--- src/rtl/button_conditioner_pkg.sv ---
//------------------------------------------------------------------------------
// button_conditioner_pkg
//   Shared definitions for the push-button input conditioner:
//     - default timing constants for a 100 MHz system clock
//     - per-channel hold/repeat FSM state encoding
//     - a small elaboration-time helper for sizing counters
//------------------------------------------------------------------------------
package button_conditioner_pkg;

   // System clock frequency the defaults below are derived from.
   localparam int CLK_HZ          = 100000000;

   // 10 ms debounce window at 100 MHz.
   localparam int DEBOUNCE_CYCLES = 1000000;

   // 0.5 s before the first auto-repeat at 100 MHz.
   localparam int HOLD_CYCLES     = 50000000;

   // 100 ms between auto-repeats at 100 MHz.
   localparam int REPEAT_CYCLES   = 10000000;

   // Per-channel hold/repeat state.
   typedef enum logic [1:0] {
      RELEASED  = 2'b00,
      PRESSED   = 2'b01,
      REPEATING = 2'b10
   } chan_state_t;

   // Larger of two integers; used to size the shared hold/repeat counter.
   function automatic int max_int(input int a, input int b);
      return (a > b) ? a : b;
   endfunction

endpackage : button_conditioner_pkg

--- src/rtl/button_conditioner_if.sv ---
//------------------------------------------------------------------------------
// button_conditioner_if
//   Bundles the raw button pins and the conditioned event outputs.
//
//   Signals (all N_BTN wide, one bit per channel):
//     btn_raw      raw, asynchronous, active-high button pins
//     btn_level    debounced button level
//     btn_press    one-cycle pulse on an accepted 0->1 change
//     btn_release  one-cycle pulse on an accepted 1->0 change
//     btn_repeat   one-cycle auto-repeat pulse while held
//     btn_act      btn_press | btn_repeat (drives the game's jump input)
//
//   Modports:
//     master  board/pin side: drives btn_raw, consumes the events
//     slave   the conditioner: samples btn_raw, produces the events
//------------------------------------------------------------------------------
interface button_conditioner_if #(
   parameter int N_BTN = 4
);

   logic [N_BTN-1:0] btn_raw;
   logic [N_BTN-1:0] btn_level;
   logic [N_BTN-1:0] btn_press;
   logic [N_BTN-1:0] btn_release;
   logic [N_BTN-1:0] btn_repeat;
   logic [N_BTN-1:0] btn_act;

   modport master (
      output btn_raw,
      input  btn_level,
      input  btn_press,
      input  btn_release,
      input  btn_repeat,
      input  btn_act
   );

   modport slave (
      input  btn_raw,
      output btn_level,
      output btn_press,
      output btn_release,
      output btn_repeat,
      output btn_act
   );

endinterface : button_conditioner_if

--- src/rtl/button_conditioner_channel.sv ---
//------------------------------------------------------------------------------
// button_channel
//   One push-button channel: 2-flop synchroniser, debouncer, edge detector
//   and hold/repeat FSM. All outputs are registered.
//
//   Ports:
//     clk          system clock
//     reset        asynchronous, active-high reset
//     btn_raw      raw button pin (asynchronous)
//     btn_level    debounced level
//     btn_press    one-cycle pulse when a debounced rise is accepted
//     btn_release  one-cycle pulse when a debounced fall is accepted
//     btn_repeat   one-cycle auto-repeat pulse while held
//     btn_act      btn_press | btn_repeat, same timing as those pulses
//
//   Timing (raw edge just before clock edge 0):
//     edge 1            sync_2_reg shows the new value
//     edge 1+DEBOUNCE   stable_reg takes the new value
//     edge 2+DEBOUNCE   btn_level and the press/release pulse appear together
//------------------------------------------------------------------------------
module button_channel #(
   parameter int DEBOUNCE_CYCLES = button_conditioner_pkg::DEBOUNCE_CYCLES,
   parameter int HOLD_CYCLES     = button_conditioner_pkg::HOLD_CYCLES,
   parameter int REPEAT_CYCLES   = button_conditioner_pkg::REPEAT_CYCLES
) (
   input  logic clk,
   input  logic reset,
   input  logic btn_raw,
   output logic btn_level,
   output logic btn_press,
   output logic btn_release,
   output logic btn_repeat,
   output logic btn_act
);

   import button_conditioner_pkg::*;

   localparam int DB_W = $clog2(DEBOUNCE_CYCLES + 1);
   localparam int HR_W = $clog2(max_int(HOLD_CYCLES, REPEAT_CYCLES) + 1);

   localparam logic [DB_W-1:0] DB_LAST   = DB_W'(DEBOUNCE_CYCLES - 1);
   localparam logic [HR_W-1:0] HOLD_LAST = HR_W'(HOLD_CYCLES - 1);
   localparam logic [HR_W-1:0] REP_LAST  = HR_W'(REPEAT_CYCLES - 1);

   // Synchroniser and debouncer state
   logic            sync_1_reg;
   logic            sync_2_reg;
   logic            stable_reg;
   logic [DB_W-1:0] db_cnt_reg;

   // Edge / hold / repeat state and registered outputs
   chan_state_t     state_reg;
   logic [HR_W-1:0] hr_cnt_reg;
   logic            level_reg;
   logic            press_reg;
   logic            release_reg;
   logic            repeat_reg;
   logic            act_reg;

   // level_reg lags stable_reg by one cycle, so a difference between them
   // marks the single cycle in which a new debounced level was accepted.
   logic rise;
   logic fall;

   assign rise = stable_reg & ~level_reg;
   assign fall = ~stable_reg & level_reg;

   //---------------------------------------------------------------------------
   // Synchroniser + debouncer
   //---------------------------------------------------------------------------
   always_ff @(posedge clk or posedge reset) begin
      if (reset) begin
         sync_1_reg <= 1'b0;
         sync_2_reg <= 1'b0;
         stable_reg <= 1'b0;
         db_cnt_reg <= '0;
      end else begin
         sync_1_reg <= btn_raw;
         sync_2_reg <= sync_1_reg;
         if (sync_2_reg == stable_reg) begin
            // Any return to the accepted level restarts the window, so a
            // glitch shorter than the window never gets through.
            db_cnt_reg <= '0;
         end else if (db_cnt_reg == DB_LAST) begin
            stable_reg <= sync_2_reg;
            db_cnt_reg <= '0;
         end else begin
            db_cnt_reg <= db_cnt_reg + 1'b1;
         end
      end
   end

   //---------------------------------------------------------------------------
   // Edge pulses and hold/repeat FSM (registered outputs)
   //---------------------------------------------------------------------------
   always_ff @(posedge clk or posedge reset) begin
      if (reset) begin
         state_reg   <= RELEASED;
         hr_cnt_reg  <= '0;
         level_reg   <= 1'b0;
         press_reg   <= 1'b0;
         release_reg <= 1'b0;
         repeat_reg  <= 1'b0;
         act_reg     <= 1'b0;
      end else begin
         level_reg   <= stable_reg;
         press_reg   <= rise;
         release_reg <= fall;
         repeat_reg  <= 1'b0;
         act_reg     <= rise;

         case (state_reg)
            RELEASED: begin
               hr_cnt_reg <= '0;
               if (rise) begin
                  state_reg <= PRESSED;
               end
            end

            PRESSED: begin
               // A release in the same cycle as a due repeat suppresses it.
               if (fall) begin
                  state_reg  <= RELEASED;
                  hr_cnt_reg <= '0;
               end else if (hr_cnt_reg == HOLD_LAST) begin
                  state_reg  <= REPEATING;
                  hr_cnt_reg <= '0;
                  repeat_reg <= 1'b1;
                  act_reg    <= 1'b1;
               end else begin
                  hr_cnt_reg <= hr_cnt_reg + 1'b1;
               end
            end

            REPEATING: begin
               if (fall) begin
                  state_reg  <= RELEASED;
                  hr_cnt_reg <= '0;
               end else if (hr_cnt_reg == REP_LAST) begin
                  hr_cnt_reg <= '0;
                  repeat_reg <= 1'b1;
                  act_reg    <= 1'b1;
               end else begin
                  hr_cnt_reg <= hr_cnt_reg + 1'b1;
               end
            end

            default: begin
               state_reg  <= RELEASED;
               hr_cnt_reg <= '0;
            end
         endcase
      end
   end

   assign btn_level   = level_reg;
   assign btn_press   = press_reg;
   assign btn_release = release_reg;
   assign btn_repeat  = repeat_reg;
   assign btn_act     = act_reg;

endmodule : button_channel

--- src/rtl/button_conditioner.sv ---
//------------------------------------------------------------------------------
// button_conditioner
//   Turns raw board push-buttons into clean, clock-synchronous game events.
//   N_BTN independent channels; each one synchronises, debounces and then
//   produces press/release edges and hold-to-repeat pulses.
//
//   Ports:
//     clk    system clock (100 MHz)
//     reset  asynchronous, active-high reset
//     bus    button_conditioner_if.slave: btn_raw in; btn_level, btn_press,
//            btn_release, btn_repeat, btn_act out (N_BTN bits each)
//------------------------------------------------------------------------------
module button_conditioner #(
   parameter int N_BTN           = 4,
   parameter int DEBOUNCE_CYCLES = button_conditioner_pkg::DEBOUNCE_CYCLES,
   parameter int HOLD_CYCLES     = button_conditioner_pkg::HOLD_CYCLES,
   parameter int REPEAT_CYCLES   = button_conditioner_pkg::REPEAT_CYCLES
) (
   input logic                 clk,
   input logic                 reset,
   button_conditioner_if.slave bus
);

   import button_conditioner_pkg::*;

   logic [N_BTN-1:0] level_vec;
   logic [N_BTN-1:0] press_vec;
   logic [N_BTN-1:0] release_vec;
   logic [N_BTN-1:0] repeat_vec;
   logic [N_BTN-1:0] act_vec;

   genvar gi;
   generate
      for (gi = 0; gi < N_BTN; gi++) begin : g_chan
         button_channel #(
            .DEBOUNCE_CYCLES (DEBOUNCE_CYCLES),
            .HOLD_CYCLES     (HOLD_CYCLES),
            .REPEAT_CYCLES   (REPEAT_CYCLES)
         ) u_chan (
            .clk         (clk),
            .reset       (reset),
            .btn_raw     (bus.btn_raw[gi]),
            .btn_level   (level_vec[gi]),
            .btn_press   (press_vec[gi]),
            .btn_release (release_vec[gi]),
            .btn_repeat  (repeat_vec[gi]),
            .btn_act     (act_vec[gi])
         );
      end
   endgenerate

   assign bus.btn_level   = level_vec;
   assign bus.btn_press   = press_vec;
   assign bus.btn_release = release_vec;
   assign bus.btn_repeat  = repeat_vec;
   assign bus.btn_act     = act_vec;

endmodule : button_conditioner

--- src/flat_wrapper.sv ---
// flat-port wrapper written by rule: the top's interface ports become plain ports
module button_conditioner_flat import button_conditioner_pkg::*;
#(
   parameter int N_BTN           = 4,
   parameter int DEBOUNCE_CYCLES = button_conditioner_pkg::DEBOUNCE_CYCLES,
   parameter int HOLD_CYCLES     = button_conditioner_pkg::HOLD_CYCLES,
   parameter int REPEAT_CYCLES   = button_conditioner_pkg::REPEAT_CYCLES
)
  (clk, reset, bus_btn_raw, bus_btn_level, bus_btn_press, bus_btn_release, bus_btn_repeat, bus_btn_act);
  button_conditioner_if #(.N_BTN(N_BTN)) bus_i ();
  input logic clk;
  input logic reset;
  input wire logic [$bits(bus_i.btn_raw)-1:0] bus_btn_raw;
  output wire logic [$bits(bus_i.btn_level)-1:0] bus_btn_level;
  output wire logic [$bits(bus_i.btn_press)-1:0] bus_btn_press;
  output wire logic [$bits(bus_i.btn_release)-1:0] bus_btn_release;
  output wire logic [$bits(bus_i.btn_repeat)-1:0] bus_btn_repeat;
  output wire logic [$bits(bus_i.btn_act)-1:0] bus_btn_act;
  assign bus_i.btn_raw = bus_btn_raw;
  assign bus_btn_level = bus_i.btn_level;
  assign bus_btn_press = bus_i.btn_press;
  assign bus_btn_release = bus_i.btn_release;
  assign bus_btn_repeat = bus_i.btn_repeat;
  assign bus_btn_act = bus_i.btn_act;
  button_conditioner #(.N_BTN(N_BTN), .DEBOUNCE_CYCLES(DEBOUNCE_CYCLES), .HOLD_CYCLES(HOLD_CYCLES), .REPEAT_CYCLES(REPEAT_CYCLES)) u_core (.clk(clk), .reset(reset), .bus(bus_i));
endmodule
--- config.mk ---
export PLATFORM = sky130hd
export DESIGN_NAME = button_conditioner_flat
export DESIGN_NICKNAME = d
export VERILOG_FILES = /design/src/rtl/button_conditioner_pkg.sv /design/src/rtl/button_conditioner_if.sv /design/src/rtl/button_conditioner_channel.sv /design/src/rtl/button_conditioner.sv /design/src/flat_wrapper.sv
export SDC_FILE = /design/constraint.sdc
export NUM_CORES = 1
export LEC_CHECK = 0
export ABC_CLOCK_PERIOD_IN_PS = 12300
export CORE_UTILIZATION = 51
export DETAILED_ROUTE_END_ITERATION = 8
export GPL_ROUTABILITY_DRIVEN = 0
export PLACE_DENSITY_LB_ADDON = 0.08
export SLEW_MARGIN = 20
export SYNTH_ARGS = -nofsm -noshare
export SYNTH_HDL_FRONTEND = slang
export SYNTH_SLANG_ARGS = --single-unit
--- constraint.sdc ---
create_clock -name clk -period 12.3 [get_ports clk]
set_clock_uncertainty 0.15 [all_clocks]
set_input_delay 1.23 -clock clk [delete_from_list [all_inputs] [get_ports clk]]
set_output_delay 1.23 -clock clk [all_outputs]
set_load 0.02 [all_outputs]
==> Word-level counts from Yosys, hierarchy flattened <==
Cells that the tools add are included.
{ "totals": {"input_bits": 6, "elab_cells": 208, "register_bits": 224} }
{ "op_classes": {"eq_ne": 36, "n_addsub": 8, "mux": 88, "bitwise_logic": 20, "reduce_logical": 12} }
{ "op_table": {"columns": ["operator", "count"], "rows": [
  ["$mux 26", 16],
  ["$pmux 26 s2", 4],
  ["$mux 20", 8],
  ["$add 26x1->26 const B", 4],
  ["$eq 26x24->1 const B", 4],
  ["$eq 26x26->1 const B", 4],
  ["$add 20x1->20 const B", 4],
  ["$eq 20x20->1 const B", 4],
  ["$mux 1", 32],
  ["$mux 2", 16],
  ["$pmux 2 s3", 4],
  ["$ne 2x2->1 const B", 8],
  ["$pmux 1 s2", 8],
  ["$ne 3x3->1 const B", 4],
  ["$not 1->1", 12],
  ["$reduce_and 3->1", 4],
  ["$and 1x1->1", 8],
  ["$eq 2x1->1 const B", 4],
  ["$eq 2x2->1 const B", 4],
  ["$logic_not 2->1", 4],
  ["$reduce_and 2->1", 4],
  ["$eq 1x1->1", 4]
]} }

==> Logic depth before layout (Yosys ltp) <==
Gate-level depths: netlist of the first run.
{ "logic_depth": {"word_depth": 5, "mapped_depth": 8, "depth_no_buf": 7} }

==> By module <==
Synthesis of the first run repeated with hierarchy kept, for this count alone.
{ "unflattened": {"cells_unflattened": 1213, "hier_area_um2": 11863.9} }
{ "by_module_without_submodules": {"columns": ["module", "seq_area_each_um2", "cells_per_inst", "instances", "area_per_inst_um2"], "rows": [
  ["button_channel (u_core.g_chan[1].u_chan ...)", 1401.3, 307, 2, 2949.1],
  ["button_channel (u_core.g_chan[0].u_chan)", 1401.3, 302, 1, 3005.4],
  ["button_channel (u_core.g_chan[3].u_chan)", 1401.3, 297, 1, 2960.3]
]} }

==> Least setup slack after synthesis of the first run <==
No wires, ideal clock.
{ "synth_timing": {"path_type": "flip-flop to flip-flop", "startpoint": "register u_core.g_chan[0].u_chan.hr_cnt_reg[11]", "endpoint": "register u_core.g_chan[0].u_chan.hr_cnt_reg[21]", "path_stages_with_launch": 7, "arrival_ns": 1.833, "setup_slack_ns": 10.198, "setup_ns": 0.119, "path_buffers": 1, "path_cell_list": "dfrtp_1 > or4_4 > nor4_4 > a21oi_1 > o21ai_4 > buf_6 > nor2_1"} }
{ "synth_between": {"elab_chain_len": 4, "word_cells_on_any_way": 8} }
{ "synth_rtl": {"columns": ["item", "line", "text"], "rows": [
  ["start: declaration", "button_conditioner_channel.sv:53", "logic [HR_W-1:0] hr_cnt_reg;"],
  ["start signal: assignment", "button_conditioner_channel.sv:131", "hr_cnt_reg <= hr_cnt_reg + 1'b1;"],
  ["start signal: assignment", "button_conditioner_channel.sv:144", "hr_cnt_reg <= hr_cnt_reg + 1'b1;"],
  ["$add 26x1->26 (tied with other cells)", "button_conditioner_channel.sv:131, button_conditioner_channel.sv:144", null],
  ["$mux 26 (on tied branches)", "button_conditioner_channel.sv:139, button_conditioner_channel.sv:125", null],
  ["$mux 26 (on tied branches)", "button_conditioner_channel.sv:136, button_conditioner_channel.sv:122", null],
  ["$pmux 26 s2 (*)", "button_conditioner_channel.sv:112", "case (state_reg)"]
]} }
Mark *: on every way between the ends. The rest lies on a longest branch, timed or not.
A chain may end at the register's enable or synchronous reset.

==> Final worst setup path of the first run <==
{ "layout_timing": {"startpoint": "register u_core.g_chan[3].u_chan.level_reg", "endpoint": "output port bus_btn_level[3]"} }
{ "layout_rtl": {"columns": ["item", "line", "text"], "rows": [
  ["start: declaration", "button_conditioner_channel.sv:54", "logic level_reg;"],
  ["start signal: assignment", "button_conditioner_channel.sv:106", "level_reg <= stable_reg;"],
  ["end: declaration", "flat_wrapper.sv:14", "output wire logic [$bits(bus_i.btn_level)-1:0] bus_btn_level;"]
]} }
No word-level cell between the ends.

==> flow_metrics.py, run 1 <==
metrics = {
    "setup_path": {
        "r2r_cells": 5,
        "crit_cells": 1,
        "path_cells": "clkdlybuf4s50_1",
        "reg2reg_to": "u_core.g_chan[1].u_chan.hr_cnt_reg[6]",
        "required_ps": 10920,
        "crit_path_start_kind": "flip-flop",
        "critPathCaptureType": "output port",
        "path_max_fanout": 3,
        "critical_path_arrival_ps": 1520,
        "critPathKind": "reg -> out",
        "cp_top_family": "buffers and inverters",
        "cp_num_buf_inv": 1,
        "reg2reg_from": "u_core.g_chan[1].u_chan.hr_cnt_reg[17]",
        "reg2reg_setup_slack_ps": 9490,
        "slowest_stage": "clkdlybuf4s50_1",
        "cp_slowest_stage_delay_ps": 620,
    },
    "clock_network": {
        "hold_buffers": 0,
        "cts_setup_buffers": 0,
        "clkTransAtPathRegs_ps": 60,
        "cts.sinks": 224,
        "cts.path.max_buffers": 3,
        "cts_tree": "built",
        "clk_latency_ps": 520,
        "cts_inserted_buffers": 25,
        "clockRootBuffer": "clkbuf_16",
        "cts_resized": 0,
        "h-tree-depth": 1,
    },
    "drt": {
        "routed_via_density": 5.35,
        "vias": 7632,
        "dr.pass1.iters": 5,
        "drc": 0,
        "routed_wl_mm": 19.7,
        "ant_nets": 0,
        "drt_iter0_markers": 321,
        "wl_per_cell_um": 13.8,
    },
    "die": {
        "initial_utilization": 0.524,
        "coreArea_um2": 21200,
        "die-height_um": 150,
        "rows": 53,
        "die_w_um": 150,
        "boundaryPins": 26,
        "die_area_um2": 22400,
    },
    "pwr": {
        "power.density_nw_per_um2": 124,
        "total_power_mw": 1.52,
        "leakage_nw": 5.11,
        "ir_drop_uv": 107,
    },
    "final_layout": {
        "area_growth_pct": 10.5,
        "antennaDiodeCount": 0,
        "fin_util": 0.579,
        "finalNetCount": 1164,
        "largest_reg_flops": 104,
        "layout-drive-gt1-share": 0.0547,
    },
    "timing": {
        "drv_slew": 0,
        "worst_slew_pin_slew_ps": 988,
        "fin_ws_ps": 9400,
        "fmax_ghz": 0.345,
        "finalCritPeriodShare": 0.236,
        "post-route-min-period_ps": 2900,
        "whs_ps": 197,
        "hold_viol_final": 0,
        "slew_headroom": 0.341,
        "setup_viol": 0,
        "rsz0062_at_grt": "false",
        "fin_setup_tns_ps": 0,
    },
    "synthesis": {
        "synth.yosys.seq_area_share": 0.504,
        "yosys_warnings": 0,
        "ys_types": 56,
        "synth_seq_cells": 224,
        "synthesis.nets": 1157,
        "synth_edf_count": 0,
        "synth_ff_type": "dfrtp_1",
        "syn_inst": 1127,
        "syn_area_um2": 11100,
        "avgSynthCellArea_um2": 9.87,
        "async_flop_share": 1.00,
    },
    "grt": {
        "antenna_found_initial": 0,
        "grt_overflow": 0,
        "grt_max_degree": 144,
        "track_usage": 0.185,
        "grt_pass1_vias": 7450,
        "grt_pass1_wl_mm": 34.8,
    },
    "placement": {
        "post-dp-hpwl_mm": 12.8,
        "dp_slack_ps": 8530,
        "port_buffers": 25,
    },
    "worst_hold_path": {
        "worstHoldPathCells": 0,
        "min_from": "u_core.g_chan[3].u_chan.sync_1_reg",
        "hold_end": "u_core.g_chan[3].u_chan.sync_2_reg",
        "hold_class": "reg -> reg",
    },
    "status": {
        "outcome": "finished, final reports clean",
    },
    "flow_run": {
        "maxCapViolCount": 0,
    },
}
[through the flow]
step / instances / instance area, um^2
6_report: 1426 / 12300
5_1_grt: 1426 / 12300
4_1_cts: 1426 / 12300
3_5_place_dp: 1382 / 11400
3_3_place_gp: 1382 / 11400
2_1_floorplan: 1127 / 11100
[where the power goes]
| part | internal (mW) | total, mW | switching, mW |
|---|---|---|---|
| combinational | 0.00580 | 0.0267 | 0.0209 |
| sequential | 0.742 | 0.746 | 0.00423 |
| clock | 0.462 | 0.750 | 0.288 |
| total | 1.21 | 1.52 | 0.314 |
[layout by cell type (no fill, tap or decap), types with 6 or more instances in the layout]
master / instances
and4_1: 15
xnor2_1: 64
mux2_2: 6
nor3_1: 23
nand2b_1: 9
and2_1: 6
nor2_1: 223
clkdlybuf4s50_1: 25
clkbuf_8: 8
and3_1: 36
nand3_1: 94
dfrtp_1: 224
inv_1: 35
xor2_1: 108
nand4_1: 50
nand2_1: 59
ha_1: 24
clkbuf_16: 25
nor4_1: 24
a21oi_1: 13
[cell usage after synthesis, types with 6 or more instances]
master / instances / area [um^2]
dfrtp_1: 224 / 5610
nor2_1: 223 / 837
xor2_1: 108 / 946
nand3_1: 94 / 470
xnor2_1: 64 / 561
nand2_1: 59 / 221
nand4_1: 50 / 313
and3_1: 36 / 225
inv_1: 36 / 135
ha_1: 24 / 300
nor4_1: 24 / 150
nor3_1: 23 / 115
buf_4: 21 / 158
clkbuf_1: 16 / 60.1
and4_1: 15 / 131
a21oi_1: 13 / 65.1
nand2b_1: 9 / 56.3
and2_1: 6 / 37.5
buf_6: 6 / 67.6
mux2_2: 6 / 67.6
[area by class of cell]
cell class                      instances  area (um^2)
Clock inverter                          7         88.8
Clock buffer                           37          751
Timing Repair Buffer                   26          262
Tap cell                              275          344
Multi-Input combinational cell        821         5090
Sequential cell                       224         5610
Inverter                               36          143
Fill cell                            1859         8940
[worst max-delay path by stage]
stage	start	end	slack, ps
global placement	reset	u_core.g_chan[2].u_chan.db_cnt_reg[18]	8540
finish	u_core.g_chan[3].u_chan.btn_level	bus_btn_level[3]	9400
global route	reset	u_core.g_chan[3].u_chan.db_cnt_reg[18]	9230
detailed placement	reset	u_core.g_chan[2].u_chan.db_cnt_reg[17]	8530
floorplan	reset	u_core.g_chan[0].u_chan.btn_act	4790
CTS	reset	u_core.g_chan[3].u_chan.db_cnt_reg[10]	9080
[logic make-up (layout without fill, tap and decap cells)]
group	after synthesis	in the layout	share of synthesized area
adders and majority gates	24	24	0.0270
DFF	224	224	0.504
AOI/OAI and AO/OA	34	34	0.0219
muxes	8	8	0.00788
xor gates and xnor gates	172	172	0.135
buffers and inverters	82	106	0.0392
and+or+nand+nor	583	583	0.264
[layer usage]
layer,up-vias,global-route usage,routed length (um),share of wire
met5,-,0,0,0
met4,0,0.0439,399,0.020
met3,32,0.0287,551,0.028
met2,75,0.291,8660,0.44
met1,3693,0.269,10100,0.51
li1,3832,-,-,-
(Power assumes the default switching activity.)
==> inputs of run 2 (changes only) <==
- ABC_CLOCK_PERIOD_IN_PS: 12300 -> 2800
- clock period: 12.3 -> 2.8 ns (I/O delays scaled with it)
==> run 2 against run 1 <==
Non-clock buffer count grew 15. Cell area grew 1.3%. Largest cell class unchanged. Utilization grew 0.75 points.
==> flow_metrics.py, run 2 (same netlist as run 1, synthesis figures left out) <==
metrics = {
    "clock_network": {
        "h-tree-depth": 1,
        "cts_inserted_buffers": 26,
        "cts.sinks": 224,
        "clk_latency_ps": 520,
        "cts_tree": "built",
        "clockRootBuffer": "clkbuf_16",
        "cts.path.max_buffers": 3,
        "clkTransAtPathRegs_ps": 60,
        "cts_resized": 0,
    },
    "grt": {
        "grt_overflow": 0,
        "grt_pass1_vias": 7532,
        "antenna_found_initial": 0,
        "grt_pass1_wl_mm": 35.9,
        "grt_max_degree": 82,
        "track_usage": 0.192,
    },
    "timing": {
        "fmax_ghz": 0.430,
        "worst_slew_pin_slew_ps": 780,
        "drv_slew": 0,
        "finalCritPeriodShare": 0.830,
        "slew_headroom": 0.475,
        "post-route-min-period_ps": 2320,
        "fin_ws_ps": 476,
        "rsz0062_at_grt": "false",
        "hold_viol_final": 0,
        "setup_viol": 0,
    },
    "die": {
        "boundaryPins": 26,
        "initial_utilization": 0.524,
        "die_area_um2": 22400,
        "die_w_um": 150,
        "coreArea_um2": 21200,
        "rows": 53,
        "die-height_um": 150,
    },
    "pwr": {
        "p_int_mw": 5.45,
        "power.density_nw_per_um2": 549,
        "p_comb_frac": 0.019,
        "switching_share": 0.203,
        "total_power_mw": 6.83,
        "p_switching_mw": 1.39,
        "ir_drop_uv": 492,
        "seqPwrFrac": 0.479,
        "leakage_nw": 5.20,
        "clkPwrFrac": 0.502,
    },
    "placement": {
        "dp_slack_ps": 504,
        "placed_area_um2": 11600,
        "post-dp-hpwl_mm": 13.5,
        "port_buffers": 25,
    },
    "drt": {
        "ant_nets": 0,
        "drc": 0,
        "routed_wl_mm": 20.4,
        "vias": 7723,
        "routed_via_density": 5.36,
        "drt_iter0_markers": 322,
        "dr.pass1.iters": 4,
        "wl_per_cell_um": 14.1,
    },
    "flow_run": {
        "maxCapViolCount": 0,
    },
    "final_layout": {
        "finalNetCount": 1180,
        "final_cell_mix": "224 x dfrtp_1, 223 x nor2_1, 108 x xor2_1, 94 x nand3_1, 64 x xnor2_1",
        "largest_reg_flops": 104,
        "layout-drive-gt1-share": 0.0651,
        "final_common_cell": "dfrtp_1",
        "antennaDiodeCount": 0,
        "fin_util": 0.586,
        "area_growth_pct": 11.9,
        "postLayoutCellArea_um2": 12400,
    },
    "setup_path": {
        "critPathCaptureType": "flip-flop",
        "critPathKind": "reg -> reg",
        "cp_slowest_stage_delay_ps": 530,
        "crit_path_start_kind": "flip-flop",
        "slowest_stage": "or4_1",
        "required_ps": 3040,
        "critical_path_arrival_ps": 2570,
        "path_max_fanout": 26,
        "path_cells": "or4_1 -> nor4_1 -> o22ai_1 -> o21ai_4 -> buf_4 -> nor2_1",
        "cp_top_family": "simple AND/OR/NAND/NOR gates",
        "cp_num_buf_inv": 1,
    },
    "worst_hold_path": {
        "hold_class": "in -> reg",
    },
    "status": {
        "outcome": "finished, final reports clean",
    },
}
[run 2: worst paths after layout]
path | slack (ps) | start | depth (start not counted) | to
max in group asynchronous | 1340 | reset | 4 | u_core.g_chan[2].u_chan.db_cnt_reg[1]
worst max-delay path | 480 | u_core.g_chan[2].u_chan.hr_cnt_reg[22] | 6 | u_core.g_chan[2].u_chan.hr_cnt_reg[24]
min in group asynchronous | 430 | reset | 3 | u_core.g_chan[1].u_chan.hr_cnt_reg[3]
worst max register to register | 480 | u_core.g_chan[2].u_chan.hr_cnt_reg[22] | 6 | u_core.g_chan[2].u_chan.hr_cnt_reg[24]
worst min-delay path | 50 | bus_btn_raw[2] | 1 | u_core.g_chan[2].u_chan.sync_1_reg
worst min register to register | 200 | u_core.g_chan[3].u_chan.sync_1_reg | 0 | u_core.g_chan[3].u_chan.sync_2_reg
[run 2: cell type report]
cell class / instances / area (um^2)
fillers: 1889 / 8780
flip-flops and latches: 224 / 5610
multi-input cells: 821 / 5080
clock buffers: 38 / 767
repair buffers: 41 / 398
well taps: 275 / 344
inverters: 36 / 139
clock inverters: 7 / 110
[run 2: per-stage QoR]
step	std cells	hold slack (ps)	setup TNS [ps]
6_report	1442	52.3	0
5_1_grt	1442	31.5	0
4_1_cts	1442	32.8	0
3_5_place_dp	1396	186	0
3_3_place_gp	1396	183	0
2_1_floorplan	1127	161	-124100
[run 2: routing by layer]
metal,share of wire,track usage
met1,0.51,0.280
met4,0.018,0.0475
met2,0.45,0.301
met5,0,0
met3,0.032,0.0287
[run 2: repair_timing]
action | CTS | global route
endpoints found under the setup margin | 0 | 0
setup buffers | 0 | 0
endpoints found under the hold margin | 3 | 0
hold buffers | 1 | 0
[run 2: worst reg2reg max path, stage by stage (launching register included)]
cell	delay, ps
dfrtp_1	410
or4_1	530
nor4_1	370
o22ai_1	200
o21ai_4	140
buf_4	300
nor2_1	100
[run 2: power by group through the flow]
stage	sequential, mW	combinational [mW]	clock, mW
5_1_grt	3.28	0.152	3.66
3_3_place_gp	3.33	0.133	0
2_1_floorplan	3.33	0.0898	0
3_5_place_dp	3.33	0.134	0
4_1_cts	3.28	0.135	3.52
6_report	3.28	0.127	3.43
==> inputs of run 3 (changes only) <==
- ABC_CLOCK_PERIOD_IN_PS: 2800 -> 2040
- clock period: 2.8 -> 2.04 ns (I/O delays scaled with it)
==> run 3 against run 2 <==
The flow now finishes with violations (negative setup slack). Die area stayed put. Sequential power up 37%. Register-to-register slack lost 570 ps. Worst hold slack improved by 140 ps. Utilization is 5.4 points higher. First-iteration DRC count up 3.1%. Largest power group unchanged.
==> flow_metrics.py, run 3 (same netlist as run 1, synthesis figures left out) <==
metrics = {
    "timing": {
        "whs_ps": 191,
        "setup_viol": 47,
        "slew_headroom": 0.694,
        "post-route-min-period_ps": 2130,
        "fin_ws_ps": -91.1,
        "fmax_ghz": 0.469,
        "rsz0062_at_grt": "true",
        "finalCritPeriodShare": 1.04,
        "drv_slew": 0,
        "worst_slew_pin_slew_ps": 459,
        "hold_viol_final": 0,
    },
    "status": {
        "outcome": "complete, but fails checks",
        "violations": "negative setup slack",
    },
    "grt": {
        "grt_use_met3": 0.0320,
        "grt_overflow": 0,
        "grt_max_degree": 74,
        "grt-busiest-layer": "met2",
        "grt_pass1_vias": 8122,
        "antenna_found_initial": 0,
        "met1_usage": 0.290,
        "track_usage": 0.209,
        "gr-usage-met2": 0.342,
        "grt_pass1_wl_mm": 38.5,
    },
    "drt": {
        "ant_nets": 0,
        "dr.pass1.iters": 4,
        "routed_via_density": 5.23,
        "drt_iter0_markers": 332,
        "vias": 8074,
        "drc": 0,
        "wl_per_cell_um": 14.3,
        "routed_wl_mm": 22.1,
    },
    "clock_network": {
        "clkTransAtPathRegs_ps": 60,
        "h-tree-depth": 1,
        "clk_latency_ps": 520,
        "cts_tree": "built",
        "cts_inserted_buffers": 26,
        "cts.path.max_buffers": 3,
        "clockRootBuffer": "clkbuf_16",
        "cts.sinks": 224,
    },
    "worst_hold_path": {
        "min_from": "u_core.g_chan[0].u_chan.sync_1_reg",
        "hold_class": "reg -> reg",
    },
    "final_layout": {
        "finalNetCount": 1281,
        "area_growth_pct": 22.3,
        "final_common_cell": "dfrtp_1",
        "largest_reg_flops": 104,
        "layout-drive-gt1-share": 0.166,
        "final_cell_mix": "224 x dfrtp_1, 213 x nor2_1, 108 x xor2_1, 97 x buf_4, 93 x nand3_1",
        "fin_util": 0.641,
        "antennaDiodeCount": 0,
    },
    "setup_path": {
        "critical_path_arrival_ps": 2390,
        "reg2reg_from": "u_core.g_chan[2].u_chan.hr_cnt_reg[7]",
        "critPathKind": "reg -> reg",
        "required_ps": 2300,
        "path_max_fanout": 3,
        "crit_path_start_kind": "flip-flop",
        "critPathCaptureType": "flip-flop",
        "crit_path_start": "u_core.g_chan[2].u_chan.hr_cnt_reg[7]",
    },
    "die": {
        "initial_utilization": 0.524,
        "die_area_um2": 22400,
        "die_w_um": 150,
        "die-height_um": 150,
        "boundaryPins": 26,
        "coreArea_um2": 21200,
        "rows": 53,
    },
    "pwr": {
        "power.density_nw_per_um2": 701,
        "ir_drop_uv": 761,
        "leakage_nw": 5.85,
    },
    "placement": {
        "post-dp-hpwl_mm": 14.6,
        "port_buffers": 25,
    },
    "flow_run": {
        "maxCapViolCount": 0,
    },
}
-- run 3: final timing paths --
path / end / slack, ps / cells after the start
min in group asynchronous: u_core.g_chan[1].u_chan.hr_cnt_reg[10] / 530 / 4
worst max register to register: u_core.g_chan[2].u_chan.state_reg[0] / -90 / 5
worst max-delay path: u_core.g_chan[2].u_chan.state_reg[0] / -90 / 5
worst min-delay path: u_core.g_chan[0].u_chan.sync_2_reg / 190 / 0
worst min register to register: u_core.g_chan[0].u_chan.sync_2_reg / 190 / 0
max in group asynchronous: u_core.g_chan[0].u_chan.hr_cnt_reg[2] / 730 / 5
-- run 3: routing by layer --
layer | wire length [um] | vias up
met5 | 0 | -
met4 | 306 | 0
met3 | 530 | 19
met1 | 10700 | 3902
met2 | 10600 | 81
li1 | - | 4072
-- run 3: metrics by stage --
| stage | cell area (um^2) | setup TNS [ps] | power (mW) | cells | worst slack, ps |
|---|---|---|---|---|---|
| global placement | 12400 | -2220 | 4.78 | 1483 | -66.4 |
| floorplan | 11200 | -277320 | 4.70 | 1127 | -1240 |
| finish | 13600 | -1650 | 9.53 | 1545 | -91.1 |
| global route | 13600 | -6500 | 9.90 | 1545 | -134 |
| detailed placement | 12400 | -3790 | 4.78 | 1483 | -108 |
| CTS | 13500 | -2700 | 9.68 | 1544 | -104 |
-- run 3: final cells by class --
cell class / instances / area, um^2
clock buffers: 36 / 769
multi-input cells: 821 / 5280
repair buffers: 142 / 1310
well taps: 275 / 344
clock inverters: 11 / 144
fillers: 1771 / 7630
flip-flops and latches: 224 / 5610
inverters: 36 / 139
-- run 3: repair_timing --
item	in CTS	in global routing
pin swaps	14	12
gates resized for setup	19	24
hold buffers	5	0
endpoints found under the hold margin	33	0
setup endpoints to repair	80	106
setup buffers	7	5
gates cloned	2	0
-- run 3: critical path: stages (launching register included) --
cell     delay (ps)
dfrtp_1         380
or4b_4          550
nor4_4          360
and2_4          210
o21ai_2          60
mux2_4          310
-- run 3: report_power, final --
part,internal (mW),switching [mW],total [mW]
clock network,3.01,1.82,4.83
logic,0.0689,0.135,0.204
registers,4.47,0.0255,4.50
